## src/rtl/audio_path_ctrl_if.sv

```systemverilog
// audio_path_ctrl_if -- sample/codec bus bundle for audio_path_ctrl.
//   dry_in, wet_in : CH*W packed samples, channel c at [c*W +: W]
//   filt_done      : filter result valid pulse
//   codec_ready    : codec bus update enable
//   sample_trig    : filter start strobe
//   bus_out        : samples to codec L/R bus
//   mix_active     : crossfade in progress
//   overrun        : sticky filter overrun flag
//   clip           : sticky wet full-scale flag (only with AUDIO_PATH_CLIP_EN)
// master = sample source / filter / codec side, slave = audio_path_ctrl.
interface audio_path_ctrl_if #(
    parameter int W  = 24,
    parameter int CH = 2
);
    logic [CH*W-1:0] dry_in;
    logic [CH*W-1:0] wet_in;
    logic            filt_done;
    logic            codec_ready;
    logic            sample_trig;
    logic [CH*W-1:0] bus_out;
    logic            mix_active;
    logic            overrun;
`ifdef AUDIO_PATH_CLIP_EN
    logic            clip;
`endif

    modport master (
`ifdef AUDIO_PATH_CLIP_EN
        input  clip,
`endif
        output dry_in, wet_in, filt_done, codec_ready,
        input  sample_trig, bus_out, mix_active, overrun
    );

    modport slave (
`ifdef AUDIO_PATH_CLIP_EN
        output clip,
`endif
        input  dry_in, wet_in, filt_done, codec_ready,
        output sample_trig, bus_out, mix_active, overrun
    );
endinterface

```

## src/rtl/audio_path_ctrl.sv

```systemverilog
// audio_path_ctrl -- sample strobe divider, filter handshake with overrun
// detection, debounced dry/wet crossfade and codec bus register.
//   clk, reset_n : clock, asynchronous active-low reset
//   sw           : asynchronous bypass select (1 = wet)
//   bus          : audio_path_ctrl_if.slave (samples, handshake, status)
// Optional build macro AUDIO_PATH_CLIP_EN adds the sticky bus.clip flag.

// One channel of the crossfade: m = (wet*g + dry*(G-g)) >>> RAMP_LOG2, registered.
module audio_path_lane #(
    parameter int W         = 24,
    parameter int RAMP_LOG2 = 6
) (
    input  logic                 clk,
    input  logic                 reset_n,
    input  logic signed [W-1:0]  dry,
    input  logic signed [W-1:0]  wet,
    input  logic [RAMP_LOG2:0]   g,
    output logic [W-1:0]         mix_q
);
    localparam int GW = RAMP_LOG2 + 1;
    localparam int AW = W + RAMP_LOG2 + 1;
    localparam logic [GW-1:0] GV = GW'(1 << RAMP_LOG2);

    logic signed [AW-1:0] wet_x, dry_x, g_x, gi_x, acc;
    logic [W-1:0]         mix_d;
    logic                 lane_unused;

    always_comb begin
        wet_x = signed'({{(RAMP_LOG2+1){wet[W-1]}}, wet});
        dry_x = signed'({{(RAMP_LOG2+1){dry[W-1]}}, dry});
        g_x   = signed'({{(AW-GW){1'b0}}, g});
        gi_x  = signed'({{(AW-GW){1'b0}}, GV - g});
        acc   = wet_x * g_x + dry_x * gi_x;
        // Taking bits [RAMP_LOG2 +: W] is the arithmetic shift truncated to W.
        mix_d = acc[RAMP_LOG2 +: W];
    end

    // Sign bit and fraction bits are intentionally discarded.
    assign lane_unused = ^{acc[AW-1], acc[RAMP_LOG2-1:0]};

    always_ff @(posedge clk or negedge reset_n) begin
        if (!reset_n) mix_q <= '0;
        else          mix_q <= mix_d;
    end
endmodule

module audio_path_ctrl #(
    parameter int W         = 24,
    parameter int CH        = 2,
    parameter int DIV       = 5000,
    parameter int RAMP_LOG2 = 6,
    parameter int DEB_LOG2  = 16
) (
    input logic              clk,
    input logic              reset_n,
    input logic              sw,
    audio_path_ctrl_if.slave bus
);
    localparam int CW = $clog2(DIV);
    localparam int GW = RAMP_LOG2 + 1;
    localparam logic [GW-1:0] GV = GW'(1 << RAMP_LOG2);
    localparam logic [CW-1:0] CNT_LAST = CW'(DIV - 1);

    typedef enum logic [1:0] {S_DRY, S_UP, S_WET, S_DOWN} state_t;

    logic [CW-1:0]             cnt_q, cnt_d;
    logic                      trig;
    logic                      busy_q, busy_d;
    logic                      overrun_q, overrun_d;
    logic [CH-1:0][W-1:0]      dry_q, dry_d, wet_q, wet_d, mix_q, wet_in_a;
    logic [CH*W-1:0]           bus_out_q, bus_out_d;
    logic                      sw_s1_q, sw_s2_q;
    logic [DEB_LOG2-1:0]       deb_cnt_q, deb_cnt_d;
    logic                      sel_db_q, sel_db_d;
    state_t                    state_q;
    logic [GW-1:0]             g_q;
    logic                      mix_active_q;

    assign trig     = (cnt_q == CNT_LAST);
    assign wet_in_a = bus.wet_in;

    always_comb begin
        cnt_d     = trig ? '0 : cnt_q + CW'(1);
        dry_d     = trig ? bus.dry_in : dry_q;
        // A result landing together with the next strobe is still accepted,
        // and busy re-arms for the new sample.
        busy_d    = trig ? 1'b1 : (bus.filt_done ? 1'b0 : busy_q);
        wet_d     = (bus.filt_done && busy_q) ? wet_in_a : wet_q;
        overrun_d = overrun_q | (trig & busy_q & ~bus.filt_done);
        bus_out_d = bus.codec_ready ? mix_q : bus_out_q;
        // Count consecutive cycles the synchronised switch disagrees with the
        // debounced value; agreeing again restarts the count.
        deb_cnt_d = '0;
        sel_db_d  = sel_db_q;
        if (sw_s2_q != sel_db_q) begin
            if (deb_cnt_q == '1) sel_db_d  = sw_s2_q;
            else                 deb_cnt_d = deb_cnt_q + DEB_LOG2'(1);
        end
    end

    always_ff @(posedge clk or negedge reset_n) begin
        if (!reset_n) begin
            cnt_q     <= '0;
            dry_q     <= '0;
            wet_q     <= '0;
            busy_q    <= 1'b0;
            overrun_q <= 1'b0;
            bus_out_q <= '0;
            sw_s1_q   <= 1'b0;
            sw_s2_q   <= 1'b0;
            deb_cnt_q <= '0;
            sel_db_q  <= 1'b0;
        end else begin
            cnt_q     <= cnt_d;
            dry_q     <= dry_d;
            wet_q     <= wet_d;
            busy_q    <= busy_d;
            overrun_q <= overrun_d;
            bus_out_q <= bus_out_d;
            sw_s1_q   <= sw;
            sw_s2_q   <= sw_s1_q;
            deb_cnt_q <= deb_cnt_d;
            sel_db_q  <= sel_db_d;
        end
    end

    // Crossfade FSM. Direction changes take effect at once and keep the
    // current g; g itself only moves on the sample strobe. Reaching the end
    // of a ramp on a strobe enters the steady state in the same step.
    always_ff @(posedge clk or negedge reset_n) begin
        if (!reset_n) begin
            state_q      <= S_DRY;
            g_q          <= '0;
            mix_active_q <= 1'b0;
        end else begin
            case (state_q)
                S_DRY: begin
                    g_q <= '0;
                    if (sel_db_q) begin
                        state_q      <= S_UP;
                        mix_active_q <= 1'b1;
                    end
                end
                S_UP: begin
                    if (!sel_db_q) begin
                        state_q      <= S_DOWN;
                        mix_active_q <= 1'b1;
                    end else if (g_q == GV) begin
                        state_q      <= S_WET;
                        mix_active_q <= 1'b0;
                    end else if (trig) begin
                        g_q <= g_q + GW'(1);
                        if (g_q == GV - GW'(1)) begin
                            state_q      <= S_WET;
                            mix_active_q <= 1'b0;
                        end
                    end
                end
                S_WET: begin
                    g_q <= GV;
                    if (!sel_db_q) begin
                        state_q      <= S_DOWN;
                        mix_active_q <= 1'b1;
                    end
                end
                S_DOWN: begin
                    if (sel_db_q) begin
                        state_q      <= S_UP;
                        mix_active_q <= 1'b1;
                    end else if (g_q == '0) begin
                        state_q      <= S_DRY;
                        mix_active_q <= 1'b0;
                    end else if (trig) begin
                        g_q <= g_q - GW'(1);
                        if (g_q == GW'(1)) begin
                            state_q      <= S_DRY;
                            mix_active_q <= 1'b0;
                        end
                    end
                end
                default: begin
                    state_q      <= S_DRY;
                    g_q          <= '0;
                    mix_active_q <= 1'b0;
                end
            endcase
        end
    end

    for (genvar c = 0; c < CH; c++) begin : g_lane
        audio_path_lane #(.W(W), .RAMP_LOG2(RAMP_LOG2)) u_lane (
            .clk     (clk),
            .reset_n (reset_n),
            .dry     (dry_q[c]),
            .wet     (wet_q[c]),
            .g       (g_q),
            .mix_q   (mix_q[c])
        );
    end

`ifdef AUDIO_PATH_CLIP_EN
    localparam logic [W-1:0] S_MAX = {1'b0, {(W-1){1'b1}}};
    localparam logic [W-1:0] S_MIN = {1'b1, {(W-1){1'b0}}};
    logic clip_q, clip_d;

    always_comb begin
        clip_d = clip_q;
        if (bus.filt_done && busy_q) begin
            for (int c = 0; c < CH; c++) begin
                if (wet_in_a[c] == S_MAX || wet_in_a[c] == S_MIN) clip_d = 1'b1;
            end
        end
    end

    always_ff @(posedge clk or negedge reset_n) begin
        if (!reset_n) clip_q <= 1'b0;
        else          clip_q <= clip_d;
    end

    assign bus.clip = clip_q;
`endif

    assign bus.sample_trig = trig;
    assign bus.bus_out     = bus_out_q;
    assign bus.mix_active  = mix_active_q;
    assign bus.overrun     = overrun_q;
endmodule

```

## src/flat_wrapper.sv

```systemverilog
// flat-port wrapper written by rule: the top's interface ports become plain ports
module audio_path_ctrl_flat 
#(
    parameter int W         = 24,
    parameter int CH        = 2,
    parameter int DIV       = 5000,
    parameter int RAMP_LOG2 = 6,
    parameter int DEB_LOG2  = 16
)
  (clk, reset_n, sw, bus_dry_in, bus_wet_in, bus_filt_done, bus_codec_ready, bus_sample_trig, bus_bus_out, bus_mix_active, bus_overrun);
  audio_path_ctrl_if #(.W(W), .CH(CH)) bus_i ();
  input logic clk;
  input logic reset_n;
  input logic sw;
  input wire logic [$bits(bus_i.dry_in)-1:0] bus_dry_in;
  input wire logic [$bits(bus_i.wet_in)-1:0] bus_wet_in;
  input wire logic [$bits(bus_i.filt_done)-1:0] bus_filt_done;
  input wire logic [$bits(bus_i.codec_ready)-1:0] bus_codec_ready;
  output wire logic [$bits(bus_i.sample_trig)-1:0] bus_sample_trig;
  output wire logic [$bits(bus_i.bus_out)-1:0] bus_bus_out;
  output wire logic [$bits(bus_i.mix_active)-1:0] bus_mix_active;
  output wire logic [$bits(bus_i.overrun)-1:0] bus_overrun;
  assign bus_i.dry_in = bus_dry_in;
  assign bus_i.wet_in = bus_wet_in;
  assign bus_i.filt_done = bus_filt_done;
  assign bus_i.codec_ready = bus_codec_ready;
  assign bus_sample_trig = bus_i.sample_trig;
  assign bus_bus_out = bus_i.bus_out;
  assign bus_mix_active = bus_i.mix_active;
  assign bus_overrun = bus_i.overrun;
  audio_path_ctrl #(.W(W), .CH(CH), .DIV(DIV), .RAMP_LOG2(RAMP_LOG2), .DEB_LOG2(DEB_LOG2)) u_core (.clk(clk), .reset_n(reset_n), .sw(sw), .bus(bus_i));
endmodule
```

## config.mk

```make
export PLATFORM = sky130hd
export DESIGN_NAME = audio_path_ctrl_flat
export DESIGN_NICKNAME = d
export VERILOG_FILES = /design/src/rtl/audio_path_ctrl_if.sv /design/src/rtl/audio_path_ctrl.sv /design/src/flat_wrapper.sv
export SDC_FILE = /design/constraint.sdc
export NUM_CORES = 2
export LEC_CHECK = 0
export CORE_MARGIN = 4
export CORE_UTILIZATION = 55
export DETAILED_ROUTE_END_ITERATION = 8
export PLACE_DENSITY = 0.8
export SYNTH_ARGS = -nofsm -noshare
export SYNTH_HDL_FRONTEND = slang
export SYNTH_HIERARCHICAL = 1
export SYNTH_SLANG_ARGS = --single-unit
```

## constraint.sdc

```tcl
create_clock -name clk -period 22.5 [get_ports clk]
set_clock_uncertainty 0.2 [all_clocks]
set_input_delay 4.5 -clock clk [delete_from_list [all_inputs] [get_ports clk]]
set_output_delay 4.5 -clock clk [all_outputs]
set_load 0.005 [all_outputs]
```

# After elaboration in Yosys (flattened, before gate mapping)
# Index checks and enable logic that the tools add are counted.
# totals
reg_bits	236
n_memories	0
latch_bits	0
in_bits	101
ramBits	0
out_inout_bits	51
mem_bits_ro	0
# op_classes
shifts	0
mul	4
magnitude_cmp	0
n_mux	34
n_eq_ne	21
add_sub_neg	7
n_div	0
n_reduce_logical	7
n_bitwise	4
# ops
operator	n
multiplier 24 x 8 -> 30 bit	4
adder 30 bit	2
2-to-1 mux 7 bit	6
2-to-1 mux 16 bit	2
case mux 7 bit (4 select lines)	1
2-to-1 mux 2 bit	10
adder 16 x 1 -> 16 bit, second input constant	1
equality test 16 bit, second input constant	1
adder 13 x 1 -> 13 bit, second input constant	1
equality test 13 bit, second input constant	1
2-to-1 mux 13 bit	1
2-to-1 mux 1 bit	12
AND reduction 6 bit	2
inequality test 2 x 1 -> 1 bit, second input constant	4
inequality test 2 bit, second input constant	4
inequality test 4 x 1 -> 1 bit, second input constant	2
case mux 2 bit (4 select lines)	1
adder 7 x 1 -> 7 bit, second input constant	1
equality test 7 x 1 -> 1 bit, second input constant	1
equality test 7 x 6 -> 1 bit, second input constant	1
equality test 7 bit, second input constant	1
logical NOT 7 bit	1
subtractor 7 x 1 -> 7 bit, second input constant	1
subtractor 7 bit, first input constant	1
other kinds (13)	15

# Logic depth before layout (Yosys ltp)
# depth
word_depth	6
mapped_depth	28
ltp_nobuf	25

# Cells and area by module
# The synthesis kept the hierarchy.
# modules_own_cells
mod	area_per_inst_um2	instances	cells_each	seq_area_each_um2
audio_path_lane at u_core.g_lane[0].u_lane	11813.8	1	1296	600.6
audio_path_lane at u_core.g_lane[1].u_lane	11807.6	1	1282	600.6
audio_path_ctrl	7719.9	1	655	4704.5

# Least setup slack after synthesis
# No wires, ideal clock.
# synth_timing
path_type	register -> register
startpoint	register u_core.g_q[0]
endpoint	register u_core.g_lane[0].u_lane.mix_q[23]
path_slack_ns	14.764
period_less_slack_ns	7.736
path_stages_with_launch	26
t_arrival_ns	7.440
required_ns	22.204
path_cell_list	dfrtp_1 clkbuf_1 clkbuf_1 inv_1 ha_1 xnor2_1 clkbuf_1 nand2_1 fa_1 inv_1 fa_1 fa_1 fa_1 fa_1 inv_1 fa_1 inv_1 ha_1 a211oi_1 and2_1 a31o_2 o21bai_1 a2111oi_1 o31ai_1 a221o_1 nor4_2
# synth_via
elab_chain_cells	3
word_cells_on_any_way	4
classes_between	2 x add/sub; 2 x mul
# synth_lines
element	line_no	text
from (decl)	audio_path_ctrl.sv:76	logic [GW-1:0] g_q;
from (signal assigned)	audio_path_ctrl.sv:152	g_q <= g_q + GW'(1);
from (signal assigned)	audio_path_ctrl.sv:174	g_q <= g_q - GW'(1);
subtractor 7 bit	audio_path_ctrl.sv:32	gi_x = signed'({{(AW-GW){1'b0}}, GV - g});
multiplier 24 x 8 -> 30 bit	audio_path_ctrl.sv:33	acc = wet_x * g_x + dry_x * gi_x;
adder 30 bit *	audio_path_ctrl.sv:33	
net u_core.g_lane[0].u_lane.acc[29]	audio_path_ctrl.sv:24	logic signed [AW-1:0] wet_x, dry_x, g_x, gi_x, acc;
to (signal assigned)	audio_path_ctrl.sv:43	else mix_q <= mix_d;
to (decl)	audio_path_ctrl.sv:18	output logic [W-1:0] mix_q
# The timed path passes the listed nets; every way through them passes the cells marked *.
# A chain may end at the register's enable or synchronous reset.

# Worst setup path after layout
# layout_timing
startpoint	register u_core.g_q[2]
endpoint	register u_core.g_lane[0].u_lane.mix_q[23]
# The elaborated chain is that of the path after synthesis.

==> metrics.txt <==
register bit total from synthesis between 200 and 250; net count after synthesis around 4,100; CTS tree yes; Worst path most repeated cell fa_1; synth warn 6; R2R Path Start u_core/g_q[2]; top cell type by total area after synthesis fa_1; core area between 50,000 and 60,000 um^2; Setup Fix Bufs, Post-CTS 0; CP Max Fanout 67; Pre-antenna DRT Iters 5; Fin. Hold Viols 0; Ant. Diodes 0; DR WL met2 33,900 um; layout cells sized above 1 0.0610; Tot Pwr 995 uW; # DRC 0; mean routed wirelength per cell 16.5 um; root buf cell clkbuf_16; Port Buffers approximately 150; cts bufs inserted 30; Peak VDD IR 60.9 uV; DR top layer met4; Post-Route WL about 70,000 um; initial DRC count 1,068; # clock sinks around 240; clock group share of total power 0.493; vias per inst roughly 5.2; DP Wirelength 53,200 um; vias in the first global route roughly 23,000; DR vias 21,500; relative slew slack 0.210; fin nets ~4,200; full die area slightly above 60,000 um^2; fin crit share 0.388; maximum number of pins on one net before global-route repair 111; Pwr Density 28.7 nW/um^2; synth top area cells fa_1 (37%), dfrtp_1 (19%), inv_1 (9.1%); CP Launch Type flip-flop; top-count cell post-synth inv_1; total gr overflow 0; Die Span X approximately 250 um; synthesis-to-finish area growth 10.5%; metal3 WL 4090 um; fraction of registers with async set or reset after synthesis 1.00; Initial Utilization 0.556; Fin Setup TNS 0 ns; Max Fclk between 100 and 150 MHz; I/O pin cnt ~150; Max clock buf depth 3; Synth cell types 63; gr usage total 0.236; origin of the worst min-delay path u_core/sw_s1_q; slowest stage delay, CP 0.94 ns; Syn Inst Count approximately 3,200; switching share of total power 0.245; average size of a mapped cell 9.69 um^2; H-tree Lvls 1; CP Capture Type flip-flop; RSZ-0062 raised after global routing no; M1 WL 27,400 um; ANT nets after route 0; sequential area share after synthesis 0.188; origin of the worst setup path u_core/g_q[2]; Synth Flop Type dfrtp_1; min-delay worst type reg -> reg; Cell Rows 87; Commonest cells post-synth inv_1 (756), fa_1 (582), nand2_1 (526); post-cts sizing count 0; Post-synth EDFFs 0; Gate power share 0.041; Slew Viols, Final 0; chip height 247 um; post-synth top area share 0.372; GPL Wtd Cong 0.895; worst setup path class reg -> reg; Post-Syn Area 31,300 um^2; Max-cap violations 0; critical path arrival around 9.0 ns; antenna violations before repair 2; Reg clk slew, reported paths 0.06 ns; Clock Latency Late Sink 0.59 ns; status finished, final reports clean; Reg power frac 0.466; Critical Path RT ~23 ns; min Tclk post-route 8.73 ns; Power Internal 751 uW; sw power 244 uW; CP Cell Sequence buf_4 -> nor3_1 -> xnor2_2 -> nand2_1 -> fa_1 -> inv_1 -> fa_1 -> fa_1 -> fa_1 -> fa_1 -> inv_1 -> fa_1 -> inv_1 -> ha_1 -> a211oi_1 -> and2_1 -> a31o_2 -> o21bai_1 -> a2111oi_1 -> o31ai_1 -> a221o_1 -> nor4_2; leakage 0.0162 uW; Worst-Margin Slew about 1.2 ns; first-pass GRT wire length 116,000 um; CTS Hold Bufs 0; setup violators final 0; Worst path slowest cell xnor2_2
-- power by group through the flow --
stage	registers, uW	logic (uW)	clock network, uW
floorplan	457	12.5	0
global placement	470	41.2	0
detailed placement	471	41.7	0
CTS	463	41.9	510
global route	466	45.0	524
finish	464	40.7	490
-- routing by layer --
metal / vias up / global-route usage
li1: 9736 / -
met1: 11100 / 0.312
met3: 130 / 0.0369
met2: 577 / 0.400
met5: - / 0
met4: 0 / 0.0828
-- path summary, 6_finish.rpt --
path | endpoint | slack (ns) | cells past startpoint
max | u_core/g_lane[0].u_lane/mix_q[23] | 13.77 | 22
min | u_core/sw_s2_q | 0.15 | 0
max reg2reg | u_core/g_lane[0].u_lane/mix_q[23] | 13.77 | 22
min reg2reg | u_core/sw_s2_q | 0.15 | 0
max in group asynchronous | u_core/g_q[1] | 16.84 | 2
min in group asynchronous | u_core/g_lane[0].u_lane/mix_q[0] | 3.78 | 1
-- area by class of cell --
| class | count | area, um^2 |
|---|---|---|
| multi-input combinational | 2141 | 22200 |
| fill | 4676 | 21700 |
| sequential | 236 | 5910 |
| inverter | 756 | 2840 |
| timing repair buffer | 173 | 1680 |
| tap | 756 | 946 |
| clock buffer | 37 | 807 |
| clock inverter | 18 | 218 |
-- critical path: cells and delay by family, from the launching register on --
family / cells / cell delay [ns]
simple gates: 4 / 0.82
flops: 1 / 0.33
buf+inv: 4 / 0.81
fa+ha+maj: 7 / 3.30
xor+xnor: 1 / 0.94
compound gates: 6 / 2.21
-- layout by cell type, fill, tap and decap left out, types with 5 or more instances in the layout --
cell type        netlist  final
buf_4                  1     22
and3_1                10     10
ha_1                 200    200
inv_1                756    756
xnor2_1               76     72
nor2_1                56     56
a211oi_1               5      5
nand4_1                9      9
a21oi_1               26     26
nor3_1                15     15
o21bai_1               6      6
and2_1               283    283
clkinvlp_4             0      5
dfrtp_2                0      7
nor2b_1               49     49
nand3_1               22     22
or3_1                  6      5
clkdlybuf4s50_1        0    149
o21a_1                12     12
dfrtp_1              236    229
xor2_1                32     31
fa_1                 582    582
nand2b_1               7      7
a31oi_1                6      6
o21ai_0               26     26
clkbuf_16              0     30
a21o_1                17     17
mux2i_1                5      5
o31ai_1               10     10
mux2_2                98     98
nand2_1              526    525
-- through the flow --
stage	instances	cell area [um^2]	util	hold WS [ns]	worst slack (ns)
6_report	4117	34600	0.614	0.150	13.77
2_1_floorplan	3233	31300	-	0.131	14.76
4_1_cts	4117	34600	0.614	0.154	13.84
3_3_place_gp	4062	33600	0.596	0.136	14.05
3_5_place_dp	4062	33600	0.596	0.141	13.82
5_1_grt	4117	34600	0.614	0.154	13.22
-- flip-flops by register name, indices dropped and copies added, names as in the netlist, 2 cells and up --
register / flops
u_core/deb_cnt_q: 16
u_core/cnt_q: 13
u_core/wet_q: 48
u_core/bus.bus_out: 48
u_core/g_lane.u_lane/mix_q: 48
u_core/state_q: 2
u_core/dry_q: 48
u_core/g_q: 7
-- logic make-up (layout without fill, tap and decap cells) --
group	after synthesis	after routing	share of synthesized area
buffers and inverters	856	984	0.103
flip-flops	236	236	0.188
multiplexers	105	105	0.0375
adder cells (fa/ha/maj)	782	782	0.452
AND/OR/NAND/NOR	1007	1007	0.155
XOR/XNOR	112	112	0.0331
AO/OA/AOI/OAI	135	135	0.0307
(Power assumes the default switching activity.)
